### config.mk
export PLATFORM = sky130hd
export DESIGN_NAME = dmem_ctrl_flat
export DESIGN_NICKNAME = d
export VERILOG_FILES = /design/src/rtl/dmem_if.sv /design/src/rtl/dmem_ctrl.sv /design/src/flat_wrapper.sv
export SDC_FILE = /design/constraint.sdc
export NUM_CORES = 1
export LEC_CHECK = 0
export CAP_MARGIN = 20
export CORE_UTILIZATION = 43
export CTS_BUF_LIST = sky130_fd_sc_hd__clkbuf_2
export CTS_CLUSTER_SIZE = 20
export DETAILED_ROUTE_END_ITERATION = 7
export PLACE_DENSITY = 0.83
export SLEW_MARGIN = 20
export SYNTH_ARGS = -nofsm -noshare
export SYNTH_HDL_FRONTEND = slang
export SYNTH_SLANG_ARGS = --single-unit
### constraint.sdc
create_clock -name clk -period 1.9 [get_ports clk]
set_input_delay 0.285 -clock clk [delete_from_list [all_inputs] [get_ports clk]]
set_output_delay 0.285 -clock clk [all_outputs]
set_load 0.05 [all_outputs]
### src/rtl/dmem_if.sv
// dmem_if: bundles the LSU request/response handshake and the data-memory
// bus that dmem_ctrl sits between.
//   slave  modport : the controller's view (takes requests, drives memory).
//   master modport : the environment's view (LSU issuing requests plus the
//                    memory answering accesses).
// Signals:
//   req_valid/req_ready/req_op/req_addr/req_wdata : LSU request handshake
//   rsp_valid/rsp_rdata/rsp_err                   : one-cycle response
//   mem_en/mem_we/mem_be/mem_addr/mem_wdata       : memory access strobe/data
//   mem_rdata/mem_ready                           : memory read data/complete
interface dmem_if #(
  parameter int ADDR_W = 10
);
  logic              req_valid;
  logic              req_ready;
  logic [2:0]        req_op;
  logic [31:0]       req_addr;
  logic [31:0]       req_wdata;
  logic              rsp_valid;
  logic [31:0]       rsp_rdata;
  logic              rsp_err;
  logic              mem_en;
  logic              mem_we;
  logic [3:0]        mem_be;
  logic [ADDR_W-1:0] mem_addr;
  logic [31:0]       mem_wdata;
  logic [31:0]       mem_rdata;
  logic              mem_ready;

  modport slave (
    input  req_valid, req_op, req_addr, req_wdata, mem_rdata, mem_ready,
    output req_ready, rsp_valid, rsp_rdata, rsp_err,
           mem_en, mem_we, mem_be, mem_addr, mem_wdata
  );

  modport master (
    output req_valid, req_op, req_addr, req_wdata, mem_rdata, mem_ready,
    input  req_ready, rsp_valid, rsp_rdata, rsp_err,
           mem_en, mem_we, mem_be, mem_addr, mem_wdata
  );
endinterface

### src/rtl/dmem_ctrl.sv
// dmem_ctrl: data-memory port controller between the LSU and a single-port
// data RAM. One request at a time: IDLE -> ACCESS -> RESP -> IDLE.
// Stores get byte enables and lane-replicated data; loads come back shifted
// down to lane 0 with upper bytes zero. A watchdog turns a hung access into
// an error response.
// Ports:
//   clk   : rising-edge clock
//   rst_n : asynchronous active-low reset
//   bus   : dmem_if.slave (request handshake, response, memory bus)
// Parameters:
//   ADDR_W         : word-address width (byte address bits [ADDR_W+1:2])
//   TIMEOUT_CYCLES : ACCESS cycles without mem_ready before error; 0 = off
// Configuration macro:
//   DMEM_MISALIGN_TRAP_EN : when defined, misaligned half/word requests are
//   answered with an error without touching memory; when undefined they are
//   force-aligned and proceed normally.
// Op encoding: LB=000 LH=001 LW=010 SB=011 LBU=100 LHU=101 SH=110 SW=111
module dmem_ctrl #(
  parameter int ADDR_W         = 10,
  parameter int TIMEOUT_CYCLES = 16
) (
  input logic   clk,
  input logic   rst_n,
  dmem_if.slave bus
);
  localparam logic [2:0] OP_LB  = 3'b000;
  localparam logic [2:0] OP_LH  = 3'b001;
  localparam logic [2:0] OP_LW  = 3'b010;
  localparam logic [2:0] OP_SB  = 3'b011;
  localparam logic [2:0] OP_LBU = 3'b100;
  localparam logic [2:0] OP_LHU = 3'b101;
  localparam logic [2:0] OP_SH  = 3'b110;
  localparam logic [2:0] OP_SW  = 3'b111;

`ifdef DMEM_MISALIGN_TRAP_EN
  localparam bit TRAP_EN = 1'b1;
`else
  localparam bit TRAP_EN = 1'b0;
`endif

  localparam int CNT_W = (TIMEOUT_CYCLES > 1) ? $clog2(TIMEOUT_CYCLES) : 1;
  localparam logic [CNT_W-1:0] WD_LAST =
    CNT_W'((TIMEOUT_CYCLES > 0) ? TIMEOUT_CYCLES - 1 : 0);

  typedef enum logic [1:0] {IDLE, ACCESS, RESP} state_t;

  state_t            state_q, state_d;
  logic [2:0]        op_q, op_d;
  logic [1:0]        off_q, off_d;
  logic              we_q, we_d;
  logic [3:0]        be_q, be_d;
  logic [ADDR_W-1:0] addr_q, addr_d;
  logic [31:0]       wdata_q, wdata_d;
  logic [31:0]       rdata_q, rdata_d;
  logic              err_q, err_d;
  logic [CNT_W-1:0]  wd_q, wd_d;

  logic [1:0]        a;
  logic              misaligned;
  logic [3:0]        req_be;
  logic [31:0]       req_wd;
  logic              req_we;
  logic [31:0]       shift8, shift16, load_data;

  logic unused_addr_bits;
  assign unused_addr_bits = ^bus.req_addr[31:ADDR_W+2];

  assign a = bus.req_addr[1:0];

  // Store lane steering and misalignment detection for the request on the bus.
  // Halfwords only look at a[1] and words ignore a entirely, which gives the
  // forced-alignment behaviour when trapping is disabled.
  always_comb begin
    req_we     = 1'b0;
    req_be     = 4'b1111;
    req_wd     = 32'h0;
    misaligned = 1'b0;
    case (bus.req_op)
      OP_SB: begin
        req_we = 1'b1;
        req_be = 4'b0001 << a;
        req_wd = {4{bus.req_wdata[7:0]}};
      end
      OP_SH: begin
        req_we     = 1'b1;
        req_be     = a[1] ? 4'b1100 : 4'b0011;
        req_wd     = {2{bus.req_wdata[15:0]}};
        misaligned = a[0];
      end
      OP_SW: begin
        req_we     = 1'b1;
        req_wd     = bus.req_wdata;
        misaligned = |a;
      end
      OP_LH, OP_LHU: misaligned = a[0];
      OP_LW:         misaligned = |a;
      default: ;
    endcase
  end

  // Load data aligned to lane 0 using the offset captured at accept time.
  // Signed and unsigned loads are identical here; extension is the LSU's job.
  always_comb begin
    shift8    = bus.mem_rdata >> {off_q, 3'b000};
    shift16   = bus.mem_rdata >> {off_q[1], 4'b0000};
    load_data = bus.mem_rdata;
    case (op_q)
      OP_LB, OP_LBU: load_data = {24'h0, shift8[7:0]};
      OP_LH, OP_LHU: load_data = {16'h0, shift16[15:0]};
      default:       load_data = bus.mem_rdata;
    endcase
    if (we_q) load_data = 32'h0;
  end

  // Next-state logic. mem_ready is tested before the watchdog so a completion
  // on the timeout edge still returns data.
  always_comb begin
    state_d = state_q;
    op_d    = op_q;
    off_d   = off_q;
    we_d    = we_q;
    be_d    = be_q;
    addr_d  = addr_q;
    wdata_d = wdata_q;
    rdata_d = rdata_q;
    err_d   = err_q;
    wd_d    = wd_q;
    case (state_q)
      IDLE: begin
        if (bus.req_valid) begin
          op_d    = bus.req_op;
          off_d   = a;
          we_d    = req_we;
          be_d    = req_be;
          addr_d  = bus.req_addr[ADDR_W+1:2];
          wdata_d = req_wd;
          wd_d    = '0;
          if (TRAP_EN && misaligned) begin
            state_d = RESP;
            err_d   = 1'b1;
            rdata_d = 32'h0;
          end else begin
            state_d = ACCESS;
          end
        end
      end
      ACCESS: begin
        if (bus.mem_ready) begin
          state_d = RESP;
          err_d   = 1'b0;
          rdata_d = load_data;
        end else if ((TIMEOUT_CYCLES != 0) && (wd_q == WD_LAST)) begin
          state_d = RESP;
          err_d   = 1'b1;
          rdata_d = 32'h0;
        end else begin
          wd_d = wd_q + 1'b1;
        end
      end
      RESP:    state_d = IDLE;
      default: state_d = IDLE;
    endcase
  end

  // State and request registers; reset abandons any in-flight access.
  always_ff @(posedge clk or negedge rst_n) begin
    if (!rst_n) begin
      state_q <= IDLE;
      op_q    <= 3'b000;
      off_q   <= 2'b00;
      we_q    <= 1'b0;
      be_q    <= 4'b0000;
      addr_q  <= '0;
      wdata_q <= 32'h0;
      rdata_q <= 32'h0;
      err_q   <= 1'b0;
      wd_q    <= '0;
    end else begin
      state_q <= state_d;
      op_q    <= op_d;
      off_q   <= off_d;
      we_q    <= we_d;
      be_q    <= be_d;
      addr_q  <= addr_d;
      wdata_q <= wdata_d;
      rdata_q <= rdata_d;
      err_q   <= err_d;
      wd_q    <= wd_d;
    end
  end

  assign bus.req_ready = (state_q == IDLE);
  assign bus.rsp_valid = (state_q == RESP);
  assign bus.rsp_rdata = rdata_q;
  assign bus.rsp_err   = err_q;
  assign bus.mem_en    = (state_q == ACCESS);
  assign bus.mem_we    = we_q;
  assign bus.mem_be    = be_q;
  assign bus.mem_addr  = addr_q;
  assign bus.mem_wdata = wdata_q;
endmodule

### src/flat_wrapper.sv
// flat-port wrapper written by rule: the top's interface ports become plain ports
module dmem_ctrl_flat 
#(
  parameter int ADDR_W         = 10,
  parameter int TIMEOUT_CYCLES = 16
)
  (clk, rst_n, bus_req_valid, bus_req_op, bus_req_addr, bus_req_wdata, bus_mem_rdata, bus_mem_ready, bus_req_ready, bus_rsp_valid, bus_rsp_rdata, bus_rsp_err, bus_mem_en, bus_mem_we, bus_mem_be, bus_mem_addr, bus_mem_wdata);
  dmem_if #(.ADDR_W(ADDR_W)) bus_i ();
  input logic clk;
  input logic rst_n;
  input wire logic [$bits(bus_i.req_valid)-1:0] bus_req_valid;
  input wire logic [$bits(bus_i.req_op)-1:0] bus_req_op;
  input wire logic [$bits(bus_i.req_addr)-1:0] bus_req_addr;
  input wire logic [$bits(bus_i.req_wdata)-1:0] bus_req_wdata;
  input wire logic [$bits(bus_i.mem_rdata)-1:0] bus_mem_rdata;
  input wire logic [$bits(bus_i.mem_ready)-1:0] bus_mem_ready;
  output wire logic [$bits(bus_i.req_ready)-1:0] bus_req_ready;
  output wire logic [$bits(bus_i.rsp_valid)-1:0] bus_rsp_valid;
  output wire logic [$bits(bus_i.rsp_rdata)-1:0] bus_rsp_rdata;
  output wire logic [$bits(bus_i.rsp_err)-1:0] bus_rsp_err;
  output wire logic [$bits(bus_i.mem_en)-1:0] bus_mem_en;
  output wire logic [$bits(bus_i.mem_we)-1:0] bus_mem_we;
  output wire logic [$bits(bus_i.mem_be)-1:0] bus_mem_be;
  output wire logic [$bits(bus_i.mem_addr)-1:0] bus_mem_addr;
  output wire logic [$bits(bus_i.mem_wdata)-1:0] bus_mem_wdata;
  assign bus_i.req_valid = bus_req_valid;
  assign bus_i.req_op = bus_req_op;
  assign bus_i.req_addr = bus_req_addr;
  assign bus_i.req_wdata = bus_req_wdata;
  assign bus_i.mem_rdata = bus_mem_rdata;
  assign bus_i.mem_ready = bus_mem_ready;
  assign bus_req_ready = bus_i.req_ready;
  assign bus_rsp_valid = bus_i.rsp_valid;
  assign bus_rsp_rdata = bus_i.rsp_rdata;
  assign bus_rsp_err = bus_i.rsp_err;
  assign bus_mem_en = bus_i.mem_en;
  assign bus_mem_we = bus_i.mem_we;
  assign bus_mem_be = bus_i.mem_be;
  assign bus_mem_addr = bus_i.mem_addr;
  assign bus_mem_wdata = bus_i.mem_wdata;
  dmem_ctrl #(.ADDR_W(ADDR_W), .TIMEOUT_CYCLES(TIMEOUT_CYCLES)) u_core (.clk(clk), .rst_n(rst_n), .bus(bus_i));
endmodule
Word-level counts from Yosys, hierarchy flattened --
Cells that the tools add are included. W data, S select, Z words.
Word-level totals: register bits 91, input bits 103, output and inout bits 83, word-level logic and storage cells 56
Operators by class: $add $sub $neg 1, equality and inequality tests 13, shift operators 3, muxes and demuxes 18, reduce and logical (&&, ||, !) cells 11
Operators with widths (number):
- $mux W32 | 3
- $pmux W32 S3 | 1
- $pmux W32 S2 | 1
- $shr A32 B5 Y16 | 1
- $shr A32 B5 Y8 | 1
- $mux W4 | 4
- $pmux W4 S2 | 2
- $eq A3 B3 Y1 const B | 4
- $mux W2 | 3
- $ne A2 B2 Y1 const B | 3
- $reduce_and A2 Y1 | 3
- $add A4 B1 Y4 const B | 1
- $eq A4 B4 Y1 const B | 1
- $pmux W2 S2 | 1
- $reduce_and A4 Y1 | 1
- $reduce_bool A2 Y1 | 2
- $reduce_or A2 Y1 | 2
- $shl A1 B2 Y4 const A | 1
- $eq A3 B1 Y1 const B | 1
- $eq A3 B2 Y1 const B | 1
- $logic_not A3 Y1 | 1
- $mux W1 | 3
- $ne A3 B2 Y1 const B | 1
- $reduce_or A3 Y1 | 1
- other kinds (3) | 3

Logic depth before layout (Yosys ltp) --
Gate-level depths: netlist of the first run.
depth after elaboration 5, depth in mapped cells 7, gate-level depth less buffers 4

Least setup slack after synthesis of the first run --
Ideal clock, no wire load.
path kind register -> register, start point register u_core.we_q, in the netlist u_core.bus.mem_we, end point register u_core.rdata_q[21], in the netlist u_core.bus.rsp_rdata[21], library setup time 121 ps, arrival 1665 ps, required time 1779 ps, slack 114 ps, cell stages (with the launch flop) 7, buffers on the path 3, period minus slack after synthesis 1786 ps, cells stage by stage dfrtp_1 > and4bb_2 > buf_2 > and2_1 > buf_2 > buf_4 > a22o_1
Between the ends: longest elaborated chain between the ends 2
RTL lines:
- start: declaration | line dmem_ctrl.sv:50 | logic we_q, we_d;
- start signal: assignment | line dmem_ctrl.sv:182 | we_q <= we_d;
- $mux W32 | line dmem_ctrl.sv:112 | if (we_q) load_data = 32'h0;
- $mux W32 | line dmem_ctrl.sv:148 | if (bus.mem_ready) begin
- end signal: assignment | line dmem_ctrl.sv:186 | rdata_q <= rdata_d;
- end: declaration | line dmem_ctrl.sv:54 | logic [31:0] rdata_q, rdata_d;
No other way between the ends. A chain may end at the register's enable or synchronous reset.

Final worst setup path of the first run --
start point register u_core.rdata_q[8], in the netlist u_core.bus.rsp_rdata[8], end point output bus_rsp_rdata[8]
RTL lines:
- end: declaration | line flat_wrapper.sv:19 | output wire logic [$bits(bus_i.rsp_rdata)-1:0] bus_rsp_rdata;
No word-level cell between the ends.

==> results.md, run 1 <==
* Part of the Yosys area used for sequential elements at 0.5438
* VDD IR-drop max at 0.6326 mV
* Fin nets at 679
* Io pins at 186
* RSZ-0062 raised after global routing: no
* Vias per cell at 5.468
* # port buffers at 165
* Cells after Synth at 391
* R2R Path Start: u_core.state_q[0]$_DFFE_PN0P_
* Post-synth top area share at 0.5438
* CTS Buf Count at 9
* Starting DRT DRC Count at 133
* Share of cells above drive strength 1 at 0.1241
* PD cells at 1385 mW/mm2
* Grt total ovfl at 0
* Area of the core at 0.009284 mm2
* Final setup viols at 0
* Die Span Y at 100.1 um
* Min Clock Period, post-route at 1.810 ns
* Max frequency at 0.5525 GHz
* Worst reg-to-reg setup slack at 0.15 ns
* R2r endpoint: u_core.bus.mem_wdata[31]$_DFFE_PN0P_
* Largest net degree at the start of global routing at 37
* CP peak stage delay at 0.56 ns
* WS Path Type: register to output pin
* Ys Warns at 0
* Die width at 100.1 um
* Worst-Margin Slew at 0.6063 ns
* Final ANT Viol Nets at 0
* CP top delay family: buffers and inverters
* Maxcap violations at 0
* Drt pass-1 iters at 4
* DP Area at 0.006055 mm2
* Detailed-route DRC error count at 0
* WP depth at 1
* Slew Limit Fails at 0
* Clock Latency Late Sink at 0.54 ns
* Max clock buf depth at 2
* Fillers at 777
* Netlist Area Pre-Place at 0.004141 mm2
* Avg WL per Cell at 16.73 um
* Number of synthesized flops with an enable pin at 0
* Average size of a mapped cell at 10.59 um2
* GRT Total Usage at 0.2439
* RePlAce Congestion at 0.8197
* Worst r2r path cells at 7
* Status: completed
* Final Cycle Share at 0.9526
* Post-route cell area at 0.006108 mm2
* Via count at 3877
* CP max stage cell: dlygate4sd2_1
* Worst setup path start: u_core.bus.rsp_rdata[8]$_DFFE_PN0P_
* DIE AREA at 0.01003 mm2
* Vias in the first global route at 3813
* Clk sink count at 90
* First-pass GRT wire length at 19030 um
* N_diodes at 0
* Clk slew on worst S/H paths at 0.26 ns
* FP Rows at 35
* Final Hold Fails at 0
* Layout area overhead at 47.49%
* Worst relative slew slack at 0.5958
* Hold WS at 0.1058 ns
* Synth top area cells: dfrtp_1, a22o_1, nand2_1, o21ai_0, a22oi_1
* Static Leakage at 2.990 nW
* Initial Utilization at 0.4461
* Synth unique cells at 43
* Drt total wl at 11860 um
* CTS tree: yes
* Hold crit path type: input port to asynchronous set/reset pin
* Worst Setup End Kind: output pin
* Flops & latches, synth at 90
* CP max FO at 2
* Worst clock skew at 0.02685 ns
* Required time of the worst setup path at 1.62 ns
* Area leader, netlist: dfrtp_1
* H-tree Lvls at 3
* Dpl hpwl at 9113 um
* CP Cell Sequence: dlygate4sd2_1
* Ys async rst share at 1.000
* Crit path to: bus_rsp_rdata[8]
* CP Launch Type: register
* Syn Nets at 495
* Tot Pwr at 8.458 mW
* Buffers and inverters on the worst path at 1
* Root buffer cell: clkbuf_2
* Critical path arrival at 1.52 ns
* Top FF cell, synth: dfrtp_1
* Initial antenna violation count at 0
area by class of cell:
class	instances	area (um2)	share of cell area
Timing Repair Buffer	202	1844	0.3019
Sequential cell	90	2255	0.3691
Clock buffer	10	50.05	0.008193
Tap cell	129	161.4	0.02642
Multi-Input combinational cell	255	1685	0.2759
Clock inverter	6	48.80	0.007989
Inverter	17	63.81	0.01045
power by group:
group	switching [mW]	leakage, nW	internal (mW)
clock network	0.689	0.0556	0.191
registers	0.390	1.17	2.53
logic	3.18	1.77	1.48
worst min-delay path by stage:
stage	from	to	slack, ns	cells after the start
finish	rst_n	u_core.bus.rsp_rdata[0]$_DFFE_PN0P_	0.11	2
global route	rst_n	u_core.bus.rsp_rdata[0]$_DFFE_PN0P_	0.06	2
CTS	rst_n	u_core.bus.rsp_rdata[0]$_DFFE_PN0P_	0.07	2
detailed placement	rst_n	u_core.bus.rsp_err$_DFFE_PN0P_	0.17	1
global placement	rst_n	u_core.bus.rsp_err$_DFFE_PN0P_	0.17	1
floorplan	rst_n	u_core.bus.mem_addr[0]$_DFFE_PN0P_	-0.01	0
cell families after synthesis:
family / Yosys count / synth area share
AOI/OAI and AO/OA: 126 / 0.2281
adders and majority gates: 1 / 0.003021
buffers and inverters: 46 / 0.04985
DFF: 90 / 0.5438
muxes: 14 / 0.03505
and+or+nand+nor: 114 / 0.1402
flip-flops by register name, summed over array words and instances, names as in the netlist:
signal                count
u_core.bus.mem_we         1
u_core.bus.rsp_err        1
u_core.bus.rsp_rdata     32
u_core.wd_q               4
u_core.bus.mem_be         4
u_core.bus.mem_addr      10
u_core.state_q            2
u_core.op_q               2
u_core.off_q              2
u_core.bus.mem_wdata     32
synthesized netlist by cell type (2+ instances only):
| master | count |
|---|---|
| dfrtp_1 | 90 |
| nor2b_1 | 3 |
| nand2b_1 | 2 |
| a22oi_1 | 14 |
| and4bb_2 | 2 |
| nand4bb_1 | 2 |
| o221ai_1 | 3 |
| nor3b_1 | 8 |
| nand2_1 | 58 |
| mux2_2 | 4 |
| o31ai_1 | 2 |
| buf_1 | 2 |
| o22a_1 | 4 |
| a22o_1 | 32 |
| a221oi_1 | 9 |
| nor2_1 | 11 |
| a221o_1 | 10 |
| nand3_1 | 10 |
| o21ai_0 | 30 |
| buf_2 | 12 |
| mux2i_1 | 10 |
| inv_1 | 16 |
| a21oi_1 | 4 |
| nor3b_2 | 2 |
| buf_6 | 2 |
| a31oi_1 | 2 |
| and2_1 | 9 |
| o211ai_1 | 8 |
| nand3b_1 | 4 |
| clkbuf_1 | 12 |
| a21boi_0 | 2 |
per-stage QoR:
stage               cells    util  worst slack (ns)  setup TNS [ns]
floorplan             391       -            0.1144               0
CTS                   707  0.6561          0.008511               0
finish                709  0.6580           0.09004               0
global route          709  0.6580          0.004381               0
global placement      687  0.6522           -0.1015          -2.572
detailed placement    687  0.6522           -0.1268          -3.473
per-layer routing:
layer	part of all wire	wire [um]	global-route usage	up-vias
met5	0	0	0	-
met4	0.018	213	0.07915	0
met3	0.071	844	0.05153	20
met2	0.50	5875	0.4168	177
met1	0.42	4927	0.3094	1869
li1	-	-	-	1811
placed cells by master (no fill, tap or decap), drive strengths merged, types with 2 or more instances in the layout:
cell            n
clkbuf         10
dfrtp          90
o221ai          3
nor2           11
o21ai          32
and4bb          2
nand2b          2
o31ai           2
a21oi           4
mux2            4
a221oi          9
nand2          58
nand3b          4
inv            20
a22oi          14
a221o          10
a21boi          2
o22a            4
a22o           32
o211ai          8
clkinvlp        3
a31oi           2
nor3b          10
dlygate4sd2    78
buf            42
nor2b           3
clkdlybuf4s50  81
mux2i          10
and2           10
nand4bb         2
nand3          10
what timing repair did:
action                                  4_1_cts  5_1_grt
hold endpoints to repair                     90        0
endpoints found under the setup margin       79        4
hold buffers                                  1        0
buffers inserted                              3        2
resized for setup                            80        2
No activity file was read; power rests on OpenSTA's default activity.
==> run 2, diff against run 1 <==
Settings changed: CORE_UTILIZATION 43 to 40, PLACE_DENSITY 0.83 to 0.78.
==> run 2 against run 1 <==
  * Setup slack gained 0.023 ns
  * Final area is essentially flat
  * First-iteration DRC count increased by 31%
  * Wire length grew 4.0%
  * Fmax grew 1.3%
  * Utilization decreased by 4.1 points
  * Total power increased by 2.4%
  * Clock power rose by 25%
  * Global-route usage shrank 1.1 points
  * Via count increased by 0.34%
==> results.md, run 2 (same netlist as run 1, synthesis figures left out) <==
* CP max FO at 7 (+5)
* Required time of the worst setup path at 1.62 ns (about the same)
* Clk slew on worst S/H paths at 0.25 ns (about the same)
* # port buffers at 165 (unchanged)
* First-pass GRT wire length at 19890 um (+4.5%)
* Final Cycle Share at 0.9405 (-0.01207)
* Final Hold Fails at 0 (unchanged)
* Commonest non-fill, non-tap cell in the layout: dfrtp_1
* GRT Total Usage at 0.2325 (-0.01135)
* Critical path arrival at 1.50 ns (-0.02 ns)
* CP peak stage delay at 0.47 ns (-0.09 ns)
* Starting DRT DRC Count at 174 (+31%)
* CTS tree: yes
* Io pins at 186 (unchanged)
* Worst reg-to-reg setup slack at 0.12 ns (-0.03 ns)
* Worst r2r path cells at 5 (-2)
* CP max stage cell: dfrtp_2
* PD cells at 1417 mW/mm2 (+2.4%)
* Max clock buf depth at 2 (unchanged)
* Detailed-route DRC error count at 0 (unchanged)
* Vias per cell at 5.502 (+0.62%)
* Die width at 103.8 um (+3.6%)
* Worst clock skew at 0.02686 ns (+0.00001260 ns)
* Slew Limit Fails at 0 (unchanged)
* Commonest cells after routing, fill and taps aside: dfrtp_1, clkdlybuf4s50_1, dlygate4sd2_1
* Maxcap violations at 0 (unchanged)
* Tot Pwr at 8.663 mW (+2.4%)
* Drt pass-1 iters at 4 (unchanged)
* Post-route core utilization at 0.6168 (-0.04116)
* Static Leakage at 2.985 nW (-0.16%)
* Hold crit path type: input port to asynchronous set/reset pin
* Vias in the first global route at 3853 (+1.0%)
* Post-route cell area at 0.006112 mm2 (about the same)
* Layout area overhead at 47.58% (about the same)
* Avg WL per Cell at 17.45 um (+4.3%)
* Initial antenna violation count at 1 (+1)
* DP Worst Slack at -0.1867 ns (-0.05987 ns)
* Max frequency at 0.5596 GHz (+1.3%)
* RSZ-0062 raised after global routing: no
* Final worst slack at 0.1130 ns (+0.02293 ns)
* Area of the core at 0.009910 mm2 (+6.7%)
* DIE AREA at 0.01077 mm2 (+7.4%)
* Dpl hpwl at 9218 um (+1.2%)
* FP Rows at 36 (+2.9%)
* Via count at 3890 (+0.34%)
* Clk sink count at 90 (unchanged)
* Worst relative slew slack at 0.3543 (-0.2414)
* Initial Utilization at 0.4179 (-0.02816)
* H-tree Lvls at 3 (unchanged)
* Worst-Margin Slew at 0.9620 ns (+0.3557 ns)
* CP Launch Type: register
* Die Span Y at 103.8 um (+3.6%)
* Total Neg Setup Slack at 0 ns (unchanged)
* DP Area at 0.006025 mm2 (-0.50%)
* Largest net degree at the start of global routing at 58 (+57%)
* Clock Latency Late Sink at 0.52 ns (-0.02 ns)
* CTS Buf Count at 9 (unchanged)
* Drt total wl at 12340 um (+4.0%)
* RePlAce Congestion at 0.8974 (+9.5%)
* WS Path Type: register to output pin
* Final setup viols at 0 (unchanged)
* Share of cells above drive strength 1 at 0.1152 (-0.008955)
* Grt total ovfl at 0 (unchanged)
* VDD IR-drop max at 0.8079 mV (+28%)
* Min Clock Period, post-route at 1.787 ns (-0.02293 ns)
* Root buffer cell: clkbuf_2
* Fin nets at 672 (-1.0%)
* Worst Setup End Kind: output pin
* CP Cell Sequence: nand2b_1, inv_2, buf_4
* Status: completed
* Final ANT Viol Nets at 0 (unchanged)
-- run 2: what timing repair did --
item	CTS	global route
hold endpoints to repair	33	0
hold buffers	1	0
setup endpoints to repair	78	2
gates resized for setup	79	2
buffers inserted	4	0
-- run 2: metal layers --
metal	routed length, um	global-route usage	vias to the layer above	share of wire
met5	0	0	-	0
met4	243	0.08367	0	0.020
met3	726	0.04279	23	0.059
met2	6015	0.3926	162	0.49
met1	5352	0.2992	1914	0.43
li1	-	-	1791	-
-- run 2: path summary, 6_finish.rpt --
check                                                  endpoint                                from
max reg2reg                 u_core.bus.mem_wdata[5]$_DFFE_PN0P_       u_core.state_q[0]$_DFFE_PN0P_
min reg2reg                  u_core.bus.mem_addr[0]$_DFFE_PN0P_  u_core.bus.mem_addr[0]$_DFFE_PN0P_
min in group clk             u_core.bus.mem_addr[2]$_DFFE_PN0P_                     bus_req_addr[4]
min                        u_core.bus.mem_wdata[10]$_DFFE_PN0P_                               rst_n
max in group asynchronous      u_core.bus.mem_be[2]$_DFFE_PN0P_                               rst_n
max                                                  bus_mem_en       u_core.state_q[1]$_DFFE_PN0P_
-- run 2: metrics by stage --
stage          hold slack (ns)  cells
2_1_floorplan         -0.01059    391
3_3_place_gp            0.2626    685
3_5_place_dp            0.2623    685
4_1_cts                 0.1811    706
5_1_grt                 0.2002    707
6_report                0.2137    707
-- run 2: layout make-up --
type / instances / area (um2)
inverters: 17 / 63.81
well taps: 133 / 166.4
multi-input cells: 255 / 1685
diodes: 1 / 2.502
clock buffers: 12 / 60.06
flip-flops and latches: 90 / 2255
repair buffers: 195 / 1803
fillers: 887 / 3797
clock inverters: 4 / 76.32
-- run 2: worst max-delay path: cells and delay by family (launching register included) --
kind	cells	cell delay [ns]
flops	1	0.47
buf+inv	2	0.34
simple gates	1	0.17
-- run 2: where the power goes --
group	switching (mW)	leakage [nW]	internal [mW]
Sequential	0.422	1.17	2.53
Combinational	3.16	1.74	1.45
Clock	0.642	0.0824	0.454
Total	4.23	2.99	4.44
